[config.mk]
export PLATFORM = sky130hd
export DESIGN_NAME = iir_tap_sequencer
export DESIGN_NICKNAME = d
export VERILOG_FILES = /design/src/rtl/iir_pkg.sv /design/src/rtl/iir_mac_mult.sv /design/src/rtl/iir_tap_sequencer.sv
export SDC_FILE = /design/constraint.sdc
export NUM_CORES = 2
export LEC_CHECK = 0
export ABC_AREA = 1
export CAP_MARGIN = 5
export CORE_AREA = 2 2 523 525
export DETAILED_ROUTE_END_ITERATION = 7
export DIE_AREA = 0 0 525 527
export PLACE_DENSITY_LB_ADDON = 0.05
export SLEW_MARGIN = 20
export SYNTH_ARGS = -nofsm -noshare
export SYNTH_HDL_FRONTEND = slang
export SYNTH_HIERARCHICAL = 1
export SYNTH_SLANG_ARGS = --single-unit
[constraint.sdc]
create_clock -name clk -period 9.15 [get_ports clk]
set_input_delay 1.3725 -clock clk [delete_from_list [all_inputs] [get_ports clk]]
set_output_delay 1.3725 -clock clk [all_outputs]
set_load 0.05 [all_outputs]
[src/rtl/iir_pkg.sv]
// -----------------------------------------------------------------------------
// iir_pkg
// Shared definitions for the IIR tap sequencer:
//   - default datapath geometry (sample/coefficient widths, tap count,
//     multiplier latency, accumulator width)
//   - coefficient bank select encodings
//   - sequencer FSM state enum
// -----------------------------------------------------------------------------
package iir_pkg;

  localparam int DATA_W_DEF    = 24;
  localparam int COEF_W_DEF    = 24;
  localparam int FRAC_BITS_DEF = 22;
  localparam int NUM_TAPS_DEF  = 11;
  localparam int MULT_LAT_DEF  = 2;
  localparam int ACC_W_DEF     = 56;

  localparam logic COEF_SEL_B = 1'b0;
  localparam logic COEF_SEL_A = 1'b1;

  typedef enum logic [1:0] {
    ST_IDLE   = 2'd0,
    ST_RUN    = 2'd1,
    ST_DRAIN  = 2'd2,
    ST_OUTPUT = 2'd3
  } iir_state_t;

endpackage

[src/rtl/iir_mac_mult.sv]
// -----------------------------------------------------------------------------
// iir_mac_mult
// Shared signed COEF_W x DATA_W multiplier with a MULT_LAT-deep register
// pipeline. A valid bit and a sign tag travel alongside the product so the
// accumulator knows when a product lands and whether to add or subtract it.
//
// Ports:
//   clk        in   clock, rising edge
//   reset_n    in   asynchronous active-low reset (clears the pipeline)
//   in_valid   in   issue strobe
//   in_sub     in   tag: 1 = subtract product at the accumulator
//   coef       in   COEF_W signed coefficient
//   data       in   DATA_W signed operand
//   out_valid  out  product valid, MULT_LAT cycles after issue
//   out_sub    out  tag that travelled with the product
//   product    out  COEF_W+DATA_W signed product
// -----------------------------------------------------------------------------
module iir_mac_mult #(
  parameter int DATA_W   = 24,
  parameter int COEF_W   = 24,
  parameter int MULT_LAT = 2
) (
  input  logic                       clk,
  input  logic                       reset_n,
  input  logic                       in_valid,
  input  logic                       in_sub,
  input  logic [COEF_W-1:0]          coef,
  input  logic [DATA_W-1:0]          data,
  output logic                       out_valid,
  output logic                       out_sub,
  output logic [COEF_W+DATA_W-1:0]   product
);

  localparam int PROD_W = COEF_W + DATA_W;

  // Operands sign-extended to the full product width so a same-width
  // multiply yields the exact signed product in its low PROD_W bits.
  logic [PROD_W-1:0] coef_ext;
  logic [PROD_W-1:0] data_ext;
  logic [PROD_W-1:0] prod_pipe [MULT_LAT];
  logic [MULT_LAT-1:0] valid_pipe;
  logic [MULT_LAT-1:0] sub_pipe;

  assign coef_ext = {{DATA_W{coef[COEF_W-1]}}, coef};
  assign data_ext = {{COEF_W{data[DATA_W-1]}}, data};

  always_ff @(posedge clk or negedge reset_n) begin
    if (!reset_n) begin
      prod_pipe[0]  <= '0;
      valid_pipe[0] <= 1'b0;
      sub_pipe[0]   <= 1'b0;
    end else begin
      prod_pipe[0]  <= coef_ext * data_ext;
      valid_pipe[0] <= in_valid;
      sub_pipe[0]   <= in_sub;
    end
  end

  for (genvar gi = 1; gi < MULT_LAT; gi++) begin : g_stage
    always_ff @(posedge clk or negedge reset_n) begin
      if (!reset_n) begin
        prod_pipe[gi]  <= '0;
        valid_pipe[gi] <= 1'b0;
        sub_pipe[gi]   <= 1'b0;
      end else begin
        prod_pipe[gi]  <= prod_pipe[gi-1];
        valid_pipe[gi] <= valid_pipe[gi-1];
        sub_pipe[gi]   <= sub_pipe[gi-1];
      end
    end
  end

  assign product   = prod_pipe[MULT_LAT-1];
  assign out_valid = valid_pipe[MULT_LAT-1];
  assign out_sub   = sub_pipe[MULT_LAT-1];

endmodule

[src/rtl/iir_tap_sequencer.sv]
// -----------------------------------------------------------------------------
// iir_tap_sequencer
// Sequencing controller for a direct-form-I IIR filter. Per accepted sample it
// issues 2*NUM_TAPS products through one shared multiplier in the order
// b[0]*x[0], a[1]*y[1], b[1]*x[1], a[2]*y[2], ..., accumulates b products and
// subtracts a products, then shifts the accumulator down by FRAC_BITS and
// reduces it to DATA_W. Also owns the coefficient register file.
//
// Build option: define IIR_SAT_EN to clamp out-of-range results and report
// them on out_sat; otherwise results wrap and out_sat stays 0.
//
// Ports:
//   clk           in   clock, rising edge
//   reset_n       in   asynchronous active-low reset
//   sample_valid  in   input sample strobe
//   sample_in     in   DATA_W signed sample
//   ready         out  high only while idle
//   out_valid     out  one-cycle result strobe
//   out_data      out  DATA_W signed result, held until the next result
//   out_sat       out  result was clamped (valid with out_valid)
//   coef_we       in   coefficient write strobe (accepted only while idle)
//   coef_sel      in   0 = b bank, 1 = a bank
//   coef_addr     in   tap index; a-bank index k writes a[k+1]
//   coef_wdata    in   COEF_W coefficient value
//   clear_flags   in   clears overrun and coef_err
//   overrun       out  sticky: sample_valid seen while busy
//   coef_err      out  sticky: coefficient write rejected
// -----------------------------------------------------------------------------
module iir_tap_sequencer
  import iir_pkg::*;
#(
  parameter int DATA_W    = DATA_W_DEF,
  parameter int COEF_W    = COEF_W_DEF,
  parameter int FRAC_BITS = FRAC_BITS_DEF,
  parameter int NUM_TAPS  = NUM_TAPS_DEF,
  parameter int MULT_LAT  = MULT_LAT_DEF,
  parameter int ACC_W     = ACC_W_DEF
) (
  input  logic              clk,
  input  logic              reset_n,
  input  logic              sample_valid,
  input  logic [DATA_W-1:0] sample_in,
  output logic              ready,
  output logic              out_valid,
  output logic [DATA_W-1:0] out_data,
  output logic              out_sat,
  input  logic              coef_we,
  input  logic              coef_sel,
  input  logic [3:0]        coef_addr,
  input  logic [COEF_W-1:0] coef_wdata,
  input  logic              clear_flags,
  output logic              overrun,
  output logic              coef_err
);

  localparam int TAP_W  = $clog2(NUM_TAPS);
  localparam int CNT_W  = TAP_W + 1;
  localparam int ISSUES = 2 * NUM_TAPS;
  localparam int DRN_W  = $clog2(MULT_LAT + 1);
  localparam int PROD_W = COEF_W + DATA_W;

  iir_state_t state_reg, state_next;

  logic [CNT_W-1:0]  tap_cnt_reg;
  logic [DRN_W-1:0]  drain_cnt_reg;
  logic [ACC_W-1:0]  acc_reg;

  logic [DATA_W-1:0] x_hist [NUM_TAPS];  // x_hist[k] = x[k]
  logic [DATA_W-1:0] y_hist [NUM_TAPS];  // y_hist[k] = y[k+1]
  logic [COEF_W-1:0] b_coef [NUM_TAPS];  // b_coef[k] = b[k]
  logic [COEF_W-1:0] a_coef [NUM_TAPS];  // a_coef[k] = a[k+1]

  logic              accept;
  logic              coef_addr_ok;
  logic              coef_wr;
  logic              coef_reject;

  logic [TAP_W-1:0]  tap_idx;
  logic              issue_valid;
  logic              issue_sub;
  logic [COEF_W-1:0] issue_coef;
  logic [DATA_W-1:0] issue_data;

  logic              mult_valid;
  logic              mult_sub;
  logic [PROD_W-1:0] mult_product;
  logic [ACC_W-1:0]  prod_ext;

  logic signed [ACC_W-1:0] acc_shift;
  logic [DATA_W-1:0] result;
  logic              res_sat;

  assign ready        = (state_reg == ST_IDLE);
  assign accept       = ready & sample_valid;
  assign coef_addr_ok = (int'(coef_addr) < NUM_TAPS);
  assign coef_wr      = coef_we & ready & coef_addr_ok;
  assign coef_reject  = coef_we & ~(ready & coef_addr_ok);

  // ---------------------------------------------------------------------------
  // FSM
  // ---------------------------------------------------------------------------
  always_comb begin
    state_next = state_reg;
    case (state_reg)
      ST_IDLE:   if (sample_valid) state_next = ST_RUN;
      ST_RUN:    if (tap_cnt_reg == CNT_W'(ISSUES - 1)) state_next = ST_DRAIN;
      ST_DRAIN:  if (drain_cnt_reg == DRN_W'(MULT_LAT - 1)) state_next = ST_OUTPUT;
      ST_OUTPUT: state_next = ST_IDLE;
      default:   state_next = ST_IDLE;
    endcase
  end

  // ---------------------------------------------------------------------------
  // Coefficient register file and sample/result histories
  // ---------------------------------------------------------------------------
  for (genvar gi = 0; gi < NUM_TAPS; gi++) begin : g_tap
    always_ff @(posedge clk or negedge reset_n) begin
      if (!reset_n) begin
        b_coef[gi] <= '0;
        a_coef[gi] <= '0;
      end else if (coef_wr && (coef_addr == 4'(gi))) begin
        if (coef_sel == COEF_SEL_A) a_coef[gi] <= coef_wdata;
        else                        b_coef[gi] <= coef_wdata;
      end
    end

    if (gi == 0) begin : g_head
      always_ff @(posedge clk or negedge reset_n) begin
        if (!reset_n) begin
          x_hist[gi] <= '0;
          y_hist[gi] <= '0;
        end else begin
          if (accept)                  x_hist[gi] <= sample_in;
          if (state_reg == ST_OUTPUT)  y_hist[gi] <= result;
        end
      end
    end else begin : g_shift
      always_ff @(posedge clk or negedge reset_n) begin
        if (!reset_n) begin
          x_hist[gi] <= '0;
          y_hist[gi] <= '0;
        end else begin
          if (accept)                  x_hist[gi] <= x_hist[gi-1];
          if (state_reg == ST_OUTPUT)  y_hist[gi] <= y_hist[gi-1];
        end
      end
    end
  end

  // ---------------------------------------------------------------------------
  // Issue: even counts pair b[k] with x[k], odd counts pair a[k+1] with y[k+1]
  // ---------------------------------------------------------------------------
  assign tap_idx     = tap_cnt_reg[CNT_W-1:1];
  assign issue_valid = (state_reg == ST_RUN);
  assign issue_sub   = tap_cnt_reg[0];
  assign issue_coef  = issue_sub ? a_coef[tap_idx] : b_coef[tap_idx];
  assign issue_data  = issue_sub ? y_hist[tap_idx] : x_hist[tap_idx];

  iir_mac_mult #(
    .DATA_W   (DATA_W),
    .COEF_W   (COEF_W),
    .MULT_LAT (MULT_LAT)
  ) u_mult (
    .clk       (clk),
    .reset_n   (reset_n),
    .in_valid  (issue_valid),
    .in_sub    (issue_sub),
    .coef      (issue_coef),
    .data      (issue_data),
    .out_valid (mult_valid),
    .out_sub   (mult_sub),
    .product   (mult_product)
  );

  assign prod_ext = {{(ACC_W - PROD_W){mult_product[PROD_W-1]}}, mult_product};

  // ---------------------------------------------------------------------------
  // Result scaling: arithmetic shift truncates toward minus infinity
  // ---------------------------------------------------------------------------
  assign acc_shift = $signed(acc_reg) >>> FRAC_BITS;

`ifdef IIR_SAT_EN
  logic [ACC_W-DATA_W:0] upper_bits;
  logic                  fits;
  // The value fits when every bit from the DATA_W sign bit upward agrees.
  assign upper_bits = acc_shift[ACC_W-1:DATA_W-1];
  assign fits       = (&upper_bits) | ~(|upper_bits);
  assign res_sat    = ~fits;
  assign result     = fits ? acc_shift[DATA_W-1:0] :
                      (acc_shift[ACC_W-1] ? {1'b1, {(DATA_W-1){1'b0}}}
                                          : {1'b0, {(DATA_W-1){1'b1}}});
`else
  logic unused_hi;
  assign unused_hi = ^acc_shift[ACC_W-1:DATA_W];
  assign res_sat   = 1'b0;
  assign result    = acc_shift[DATA_W-1:0];
`endif

  // ---------------------------------------------------------------------------
  // Sequencer state, accumulator, outputs and sticky flags
  // ---------------------------------------------------------------------------
  always_ff @(posedge clk or negedge reset_n) begin
    if (!reset_n) begin
      state_reg     <= ST_IDLE;
      tap_cnt_reg   <= '0;
      drain_cnt_reg <= '0;
      acc_reg       <= '0;
      out_valid     <= 1'b0;
      out_data      <= '0;
      out_sat       <= 1'b0;
      overrun       <= 1'b0;
      coef_err      <= 1'b0;
    end else begin
      state_reg <= state_next;
      out_valid <= (state_reg == ST_OUTPUT);

      if (state_reg == ST_OUTPUT) begin
        out_data <= result;
        out_sat  <= res_sat;
      end

      if (accept)                   tap_cnt_reg <= '0;
      else if (state_reg == ST_RUN) tap_cnt_reg <= tap_cnt_reg + CNT_W'(1);

      if (state_reg == ST_RUN)        drain_cnt_reg <= '0;
      else if (state_reg == ST_DRAIN) drain_cnt_reg <= drain_cnt_reg + DRN_W'(1);

      // The pipeline is always empty by the time a new sample is accepted.
      if (accept)          acc_reg <= '0;
      else if (mult_valid) acc_reg <= mult_sub ? (acc_reg - prod_ext)
                                               : (acc_reg + prod_ext);

      // Setting events take priority over clear_flags.
      overrun  <= (sample_valid & ~ready) | (overrun & ~clear_flags);
      coef_err <= coef_reject | (coef_err & ~clear_flags);
    end
  end

endmodule
### Yosys cells after proc, flatten, opt, wreduce, memory -nomap -nowiden

Index checks and enable logic that the tools add are counted.

| storage, ports and cells | value |
|---|---|
| memory bits (read-only) | 0 |
| bits in registers | 1224 |
| output and inout bits | 29 |
| memories kept | 0 |
| RAM bits | 0 |
| bits of input ports | 58 |
| latch bits | 0 |

| operators by class | value |
|---|---|
| add/sub/neg operators | 4 |
| div/mod/pow operators | 0 |
| multipliers | 1 |
| bitwise logic cells | 15 |
| muxes and demuxes | 25 |
| equal/unequal tests | 18 |
| reduce and logical (&&, ||, !) cells | 39 |
| shifts and indexed selects | 0 |
| magnitude comparators | 2 |

Operators with widths:

| kind | number |
|---|---|
| $bmux 24 s4 | 4 |
| $mux 24 | 10 |
| $mux 56 | 3 |
| $add 56x56->56 | 1 |
| $sub 56x56->56 | 1 |
| $mul 24x24->48 | 1 |
| $reduce_and 2->1 | 22 |
| $eq 4x3->1 const B | 4 |
| $eq 4x4->1 const B | 3 |
| $logic_and 1x1->1 | 11 |
| $mux 2 | 5 |
| $mux 5 | 2 |
| $and 1x1->1 | 8 |
| $eq 4x2->1 const B | 2 |
| $pmux 2 s4 | 1 |
| $ne 2x2->1 const B | 3 |
| $reduce_bool 2->1 | 3 |
| $add 5x1->5 const B | 1 |
| $eq 5x5->1 const B | 1 |
| $ge 5x5->1 const B | 1 |
| $not 4->5 | 1 |
| $eq 2x1->1 const B | 2 |
| $eq 2x2->1 const B | 2 |
| $eq 4x1->1 const B | 1 |
| 7 further kinds | 11 |

### Longest topological paths before layout

| depth | value |
|---|---|
| word-level depth | 6 |
| mapped depth | 42 |
| mapped depth without buffers | 37 |

### Cells and area by module

The synthesis kept the hierarchy.

Modules (own cells, without submodules):

| module | cells each | times used | area an instance (sq um) |
|---|---|---|---|
| iir_tap_sequencer | 6965 | 1 | 55005.3 |
| iir_mac_mult | 3200 | 1 | 25881.1 |

### Worst setup path after synthesis

No wires, ideal clock.

| path | value |
|---|---|
| kind | register to register |
| from | register tap_cnt_reg[1] |
| to | register u_mult/prod_pipe[94] (netlist bit) |
| required time | 9033 ps |
| slack | 1525 ps |
| data arrival time | 7508 ps |
| cell stages (with the launch flop) | 40 |
| period minus slack after synthesis | 7625 ps |
| cell sequence | dfrtp_1 buf_4 inv_4 buf_6 nand2_4 inv_4 buf_8 buf_6 a21oi_1 o211ai_1 nand3_1 o21ai_1 nand2_1 nand2_1 clkbuf_1 nand2_1 inv_1 fa_1 (+4 left out) fa_1 inv_1 fa_1 inv_1 fa_1 inv_1 fa_1 inv_1 ha_1 nand2_1 inv_1 nand2_1 nor3_1 nand2_1 nor2_1 nand2_1 nand4_1 nand2_1 |

| on the way | value |
|---|---|
| longest elaborated chain between the ends | 6 |

Ends and longest elaborated chain:

| element | RTL line | source |
|---|---|---|
| from (decl) | iir_tap_sequencer.sv:64 | `logic [CNT_W-1:0] tap_cnt_reg;` |
| from (signal assigned) | iir_tap_sequencer.sv:223 | `else if (state_reg == ST_RUN) tap_cnt_reg <= tap_cnt_reg + CNT_W'(1);` |
| $not 4->5 (not written as such) * | iir_tap_sequencer.sv:156 | `assign issue_coef = issue_sub ? a_coef[tap_idx] : b_coef[tap_idx];` |
| $bmux 24 s4 | iir_tap_sequencer.sv:156 |  |
| $mux 24 (not written as such) (2 in series) | iir_tap_sequencer.sv:156 |  |
| $mux 24 * | iir_tap_sequencer.sv:156 |  |
| via issue_coef[23] | iir_tap_sequencer.sv:81 | `logic [COEF_W-1:0] issue_coef;` |
| $mul 24x24->48 * | iir_mac_mult.sv:53 | `prod_pipe[0] <= coef_ext * data_ext;` |
| to (decl) | iir_mac_mult.sv:40 | `logic [PROD_W-1:0] prod_pipe [MULT_LAT];` |

Mark *: on every way through the listed nets, which the timed path passes. The rest lies on a longest branch. The select of a mux whose other input is x is not followed.
A chain may end at the register's enable or synchronous reset.

### Worst setup path after layout

| path | value |
|---|---|
| from | register tap_cnt_reg[2] |
| to | register u_mult/prod_pipe[76] (netlist bit) |

The elaborated chain is that of the path after synthesis.

==> results.cfg <==
[die]
die_w_um = 525
coreArea_sq_um = 272000
dieArea_sq_um = 277000
start_util = 0.295
die_y_um = 527
rows = 192
io_pins = 87

[layout]
final_cells = 13600
syn_to_final_growth_pct = 12.6
top_regs = a_coef: 264 flops, b_coef: 264 flops, x_hist: 264 flops
fin_nets = 10700
nFillCells = 28800
drive_gt1_frac = 0.0561

[clocking]
cts_root_buf = clkbuf_16
cts_tree = done
cts_buffer_depth = 4
clock-sinks = 1210
htree_num_levels = 4
cts_setup_buffers = 0
path_clk_slew_ns = 0.06
cts_hold_buf = 0
insertion_delay_ns = 0.84
cts_resized = 0
cts_buffers = 158

[sta]
fmax_mhz = 114
drv_slew = 0
skew_ns = 0.0645
hold_viol = 0
slew_headroom = 0.385
tightestPinTransition_ns = 0.923
setup_viol = 0
rsz0062_at_grt = yes
worst_hold_slack_ns = 0.341
finalCriticalPeriod_ns = 8.77
fin_crit_sh = 0.959

[placement]
dp.cells = 13300
dpl.hpwl_um = 207000
gp_congestion = 0.883
io_buffer_count = 85

[run]
maxCapViolCount = 0

[drt]
first_iter_violations = 4441
vias_per_cell = 4.76
first_pass_iters = 8
totalWireLength_um = 295000
route.detailed.drc = 0
postRouteAntennaNets = 0
vias = 64700
post_drt_wl_per_cell_um = 21.7

[global_routing]
first_global_vias = 67100
grt_use_total = 0.213
grt_pass1_wl_um = 446000
antenna_found_initial = 9
grt-ovfl-total = 0
grt_max_degree = 195

[min_path]
hp-class = reg2reg

[critical_path]
path_max_fanout = 43
cp_data_required_time_ns = 9.81
max_stage_delay_ns = 0.58
path_class = reg2reg
cp-start-kind = flop
end_kind = flop
cp.arrival_ns = 9.43
crit_top_cell = nand2_1
slowest_stage = dfrtp_4

[synthesis]
synth.avg_cell_area_sq_um = 7.98
syn_area_sq_um = 80100
syn_inst = 10000
yosysWarnings = 6
synth_fp_nets = 10900

[status]
status = completed
[stage by stage]
stage          setup TNS (ns)  area, sq um  setup WS [ns]  utilization
6_report                    0        90200          0.376        0.332
5_1_grt               -0.0497        90200        -0.0258        0.332
4_1_cts                     0        90200         0.0637        0.332
3_5_place_dp                0        84900         0.0562        0.313
3_3_place_gp                0        84900          0.111        0.313
2_1_floorplan               0        80100           1.61            -
[layer usage]
layer / global-route usage / vias to the layer above / wire, um
met3: 0.0206 / 336 / 9070
met5: 0 / - / 23
met1: 0.287 / 32400 / 136000
met2: 0.365 / 1191 / 142000
li1: - / 30800 / -
met4: 0.0534 / 4 / 7640
[placed cells by master (no fill, tap or decap), drive strengths merged, types with 209 or more instances in the layout]
cell type  instances
nand2           2736
inv             1730
o21ai           1364
dfrtp           1210
fa               600
nor2             566
a21oi            286
clkbuf           244
buf              218
nand3            209
[path summary, 6_finish.rpt]
| kind | startpoint | to | slack, ns | depth (start not counted) |
|---|---|---|---|---|
| min | u_mult/prod_pipe[64] | u_mult/product[16] | 0.34 | 0 |
| max | tap_cnt_reg[2] | u_mult/prod_pipe[76] | 0.38 | 36 |
| max reg2reg | tap_cnt_reg[2] | u_mult/prod_pipe[76] | 0.38 | 36 |
| min reg2reg | u_mult/prod_pipe[64] | u_mult/product[16] | 0.34 | 0 |
| min in group asynchronous | reset_n | u_mult/product[27] | 0.55 | 1 |
| max in group asynchronous | reset_n | x_hist[173] | 6.59 | 3 |
[cell type report]
| type | count | area [sq um] | share of cell area |
|---|---|---|---|
| multi-input combinational | 6476 | 40500 | 0.449 |
| sequential | 1210 | 30300 | 0.336 |
| clock buffer | 244 | 4770 | 0.0529 |
| tap | 3589 | 4490 | 0.0498 |
| inverter | 1725 | 6520 | 0.0722 |
| clock inverter | 36 | 487 | 0.00539 |
| antenna | 3 | 7.51 | 0.0000832 |
| timing repair buffer | 302 | 3120 | 0.0346 |
[worst max-delay path: cells and delay by family (launching register included)]
family                     cells  cell delay [ns]
adders and majority gates      8             3.84
DFF                            1             0.58
and+or+nand+nor               14             2.29
AOI/OAI and AO/OA              3             0.59
buffers and inverters         11             1.26
Power is left out: the tool's default activity adds up to more than one toggle a clock period on the data nets, which glitch-free logic cannot reach.
